File: src/rtl/imem_loader.sv
// imem_loader: boot-time instruction-memory writer.
// Takes a length-prefixed, XOR-checksummed byte stream and assembles
// little-endian 32-bit words. It writes them to instruction memory from
// word 0 and holds the pipeline in reset until the checksum is confirmed.
module imem_loader #(
    parameter int unsigned ADDR_WIDTH = 10,
    parameter int unsigned MAX_WORDS  = 256
) (
    input  logic                  clk,
    input  logic                  reset,
    input  logic                  start,
    input  logic                  in_valid,
    input  logic [7:0]            in_data,
    output logic                  in_ready,
    output logic                  imem_we,
    output logic [ADDR_WIDTH-1:0] imem_addr,
    output logic [31:0]           imem_wdata,
    output logic                  core_reset,
    output logic                  busy,
    output logic                  done,
    output logic                  error
);

    // Word index must reach MAX_WORDS itself, one bit wider than a word address.
    localparam int unsigned IDX_W = ADDR_WIDTH - 1;
    localparam int unsigned LEN_W = 16;

    typedef enum logic [2:0] {
        S_IDLE,
        S_LEN_LO,
        S_LEN_HI,
        S_DATA,
        S_WRITE,
        S_CHECK,
        S_DONE,
        S_ERROR
    } state_t;

    state_t             state;
    logic [7:0]         len_lo;
    logic [LEN_W-1:0]   word_count;
    logic [IDX_W-1:0]   word_index;
    logic [1:0]         byte_cnt;
    logic [23:0]        assembly;
    logic [7:0]         run_xor;

    logic               xfer;
    logic [LEN_W-1:0]   len_full;
    logic [31:0]        next_word;
    logic [LEN_W-1:0]   next_index;

    // Handshake and datapath helpers.
    assign xfer       = in_valid && in_ready;
    assign len_full   = {in_data, len_lo};
    assign next_word  = {in_data, assembly};
    assign next_index = LEN_W'(word_index) + LEN_W'(1);

    // Load sequencer with all outputs registered alongside the state.
    always_ff @(posedge clk or posedge reset) begin
        if (reset) begin
            state      <= S_IDLE;
            len_lo     <= 8'd0;
            word_count <= '0;
            word_index <= '0;
            byte_cnt   <= 2'd0;
            assembly   <= 24'd0;
            run_xor    <= 8'd0;
            in_ready   <= 1'b0;
            imem_we    <= 1'b0;
            imem_addr  <= '0;
            imem_wdata <= 32'd0;
            core_reset <= 1'b1;
            busy       <= 1'b0;
            done       <= 1'b0;
            error      <= 1'b0;
        end else begin
            // The write strobe is a single-cycle pulse.
            imem_we <= 1'b0;

            case (state)
                S_IDLE, S_DONE, S_ERROR: begin
                    if (start) begin
                        state      <= S_LEN_LO;
                        in_ready   <= 1'b1;
                        busy       <= 1'b1;
                        core_reset <= 1'b1;
                        done       <= 1'b0;
                        error      <= 1'b0;
                        run_xor    <= 8'd0;
                        byte_cnt   <= 2'd0;
                        word_index <= '0;
                    end
                end

                S_LEN_LO: begin
                    if (xfer) begin
                        len_lo  <= in_data;
                        run_xor <= run_xor ^ in_data;
                        state   <= S_LEN_HI;
                    end
                end

                S_LEN_HI: begin
                    if (xfer) begin
                        word_count <= len_full;
                        run_xor    <= run_xor ^ in_data;
                        if (len_full > LEN_W'(MAX_WORDS)) begin
                            // Oversized image: reject before touching memory.
                            state    <= S_ERROR;
                            in_ready <= 1'b0;
                            busy     <= 1'b0;
                            error    <= 1'b1;
                        end else if (len_full == '0) begin
                            state <= S_CHECK;
                        end else begin
                            state <= S_DATA;
                        end
                    end
                end

                S_DATA: begin
                    if (xfer) begin
                        // First byte of a word ends up in bits [7:0].
                        assembly <= next_word[31:8];
                        run_xor  <= run_xor ^ in_data;
                        byte_cnt <= byte_cnt + 2'd1;
                        if (byte_cnt == 2'd3) begin
                            state      <= S_WRITE;
                            in_ready   <= 1'b0;
                            imem_we    <= 1'b1;
                            imem_addr  <= {word_index[ADDR_WIDTH-3:0], 2'b00};
                            imem_wdata <= next_word;
                        end
                    end
                end

                S_WRITE: begin
                    word_index <= word_index + IDX_W'(1);
                    in_ready   <= 1'b1;
                    if (next_index == word_count) begin
                        state <= S_CHECK;
                    end else begin
                        state <= S_DATA;
                    end
                end

                S_CHECK: begin
                    if (xfer) begin
                        in_ready <= 1'b0;
                        busy     <= 1'b0;
                        if (in_data == run_xor) begin
                            state      <= S_DONE;
                            done       <= 1'b1;
                            core_reset <= 1'b0;
                        end else begin
                            state <= S_ERROR;
                            error <= 1'b1;
                        end
                    end
                end

                default: begin
                    state <= S_IDLE;
                end
            endcase
        end
    end

endmodule
File: config.mk
export PLATFORM = sky130hd
export DESIGN_NAME = imem_loader
export DESIGN_NICKNAME = d
export VERILOG_FILES = /design/src/rtl/imem_loader.sv
export SDC_FILE = /design/constraint.sdc
export NUM_CORES = 1
export LEC_CHECK = 0
export CORE_MARGIN = 10
export CORE_UTILIZATION = 60
export CTS_CLUSTER_DIAMETER = 40
export DETAILED_ROUTE_END_ITERATION = 16
export PLACE_DENSITY = 0.8
export SKIP_LAST_GASP = 1
export SLEW_MARGIN = 0
export SYNTH_ARGS = -nofsm -noshare
export SYNTH_HDL_FRONTEND = slang
export SYNTH_SLANG_ARGS = --single-unit
File: constraint.sdc
create_clock -name clk -period 8.2 [get_ports clk]
set_clock_uncertainty 0.2 [all_clocks]
set_input_delay 1.64 -clock clk [delete_from_list [all_inputs] [get_ports clk]]
set_output_delay 1.64 -clock clk [all_outputs]
set_load 0.1 [all_outputs]
==> results.md <==
- Die Area: 13000 sq um
- Max Root-Sink Buffers: 2
- Number of synthesized register bits: between 100 and 150
- Post-synth ARST share: 100%
- Drt pass-1 iters: 4
- # fillers: slightly below 600
- Syn Area/Cell: between 10 and 15 sq um
- CTS Root Cell: clkbuf_8
- Dominant cell by count in the synthesized netlist: dfrtp_1
- Synth top cells by count: dfrtp_1 (115), nand2_1 (107), mux2_2 (61)
- Largest area contributor in the netlist: dfrtp_1
- Post-synth cell types: between 50 and 60
- Global-route wire length before repair: 20100 um
- Number of synthesized flops with an enable pin: 0
- Htree depth: 4
- GP Congestion: about 0.87
- Period utilization: a little under three fifths
- ANT nets after route: 0
- Fin. Hold Viols: 0
- CP Class: in2reg
- Reg clk slew, reported paths: ~60 ps
- Die height: around 110 um
- Yosys warnings: 0
- Largest net degree at the start of global routing: between 60 and 70
- Synth area leaders: dfrtp_1 (54%), mux2_2 (13%), nand2_1 (7.6%)
- Row Count: 34
- Sequential cell area: between 2000 and 3000 sq um
- Hpwl dp: 7550 um
- FMAX: about 220 MHz
- Crit path DAT: about 4700 ps
- Vias in the first global route: around 3900
- Hold-fix buffers, CTS: 0
- Post-CTS Resized: 0
- Sum Neg Setup Slack: 0 ps
- Layout area overhead: 21.4%
- Detailed Route Iter0 Violations: approximately 240
- Max_cap viols: 0
- Mapped Area: around 5300 sq um
- Sequential share of the synthesized area: between 50% and 60%
- Synth Instances: 487
- Relative slew slack: between 15 and 20%
- RSZ-0062 raised after global routing: no
- Initial cell density of the core: 61.2%
- Num CTS Buffers: 17
- Status: finished, final reports clean
- Tot GR Track Use: between 15 and 20%
- Final slew viol count: 0
- Core area: approximately 8600 sq um
- Worst EP required: about 8400 ps
- Hold WS: 273 ps
- Clk_lat worst skew: roughly 510 ps
- Initial antenna violation count: 0
- Area occupied by multi-input gates: approximately 2200 sq um
- Switching share of power: between 30% and 40%
- Antenna cells: 0
- Drt via density: approximately 5.8
- Share of post-route cells with drive strength above 1: 19.1%
- CTS tree: built
- Flop pwr share: between 30% and 40%
- Nets: approximately 550
- NetSw: roughly 850 uW
- Hold crit path type: reg2reg
- Vias: ~3800
- Maximum vdd drop: 0.183 mV
- LEAKAGE: between 0.003 and 0.004 uW
- WL final: roughly 12000 um
- # IOs: 60
- Power Dens Cells: 357 nW/um^2
- CP Launch Type: input pin
- Total setup buffers inserted after CTS: 0
- CTS sink cnt: 116
- Tmin final: 4540 ps
- IO buf count: 57
- Post-synth top area share: 54.4%
- Clk network pwr share: 32.0%
- Worst Path Max Fanout: 42
- Final setup fails: 0
- Worst-margin pin slew: between 1000 and 1500 ps
- Internal Power: approximately 1400 uW
- Die W: approximately 110 um
- Power share of the combinational group: ~29%
- Gr ovfl total: 0
- Synth Flop Type: dfrtp_1
- CP endpoint kind: register
- Residual DRC: 0
- DR WL/cell: between 15 and 20 um
-- power by group through the flow --
stage          logic [uW]  clock network (uW)  registers (uW)
2_1_floorplan         406                   0             995
6_report              663                 734             895
3_3_place_gp          632                   0             884
4_1_cts               668                 741             892
5_1_grt               723                 769             919
3_5_place_dp          651                   0             895
-- registers in the layout (all words and copies together), names as in the netlist, 2 cells and up --
register,cells
word_index,9
byte_cnt,2
len_lo,8
word_count,16
run_xor,8
state,3
assembly,24
imem_wdata,32
imem_addr,8
-- worst max-delay path, cell delays in order --
cell and delay, ps:
clkdlybuf4s50_1 490, and2_1 200, nand2_1 140, nor2_2 860
nand2_2 810, mux2_1 560
-- metal layers --
layer	GRT usage (%)	up-vias	wire, um
met5	0	-	0
met4	6.68	0	146
met3	5.25	18	723
met2	31.9	118	6000
met1	23.8	1871	5130
li1	-	1750	-
-- stage by stage --
stage	cell area, sq um	utilization (%)	instances	total power [uW]	worst slack (ps)
floorplan	5290	-	488	1400	3290
global placement	5830	67.5	621	1520	3220
detailed placement	5830	67.5	621	1550	3120
CTS	6420	74.3	652	2300	3640
global route	6420	74.3	652	2410	3390
finish	6420	74.3	652	2290	3660
-- cell families after synthesis --
family	count (synthesis)	synth area share, %
AND/OR/NAND/NOR	174	15.2
flip-flops	116	54.9
AO/OA/AOI/OAI	70	8.38
multiplexers	66	14.0
buffers and inverters	40	3.95
XOR/XNOR	18	2.98
adder cells (fa/ha/maj)	2	0.473
other	1	0.0709
-- placed cells by master, fill, tap and decap left out, types with 3 or more instances in the layout --
master,count
nand2_1,106
mux2_1,3
o21ai_1,3
o31ai_1,3
clkinv_4,4
a22o_1,3
nor2_1,13
clkinvlp_4,3
o21ai_0,33
mux2_2,61
nor3_1,5
a21oi_1,7
bufinv_16,3
o21a_1,3
xor2_1,11
clkbuf_16,16
inv_1,6
nor4_1,6
and2_1,4
nand3_1,6
clkdlybuf4s50_1,57
dfrtp_1,115
or3_1,3
inv_6,3
nand2b_1,15
xnor2_1,7
-- worst paths after layout --
check | slack [ps] | start | to | depth (start not counted)
min | 270 | assembly[2] | assembly[2] | 2
max in group asynchronous | 5210 | reset | imem_wdata[28] | 3
min in group asynchronous | 1360 | reset | imem_we | 2
min reg2reg | 270 | assembly[2] | assembly[2] | 2
max | 3660 | in_valid | imem_wdata[28] | 6
max reg2reg | 4720 | state[1] | imem_wdata[28] | 4
-- layout make-up --
class	count	share of cell area (%)
inverters	7	0.448
repair buffers	58	9.00
clock inverters	14	2.79
clock buffers	17	6.45
flip-flops and latches	116	45.2
multi-input cells	332	34.0
well taps	108	2.10
(Power assumes the default switching activity.)
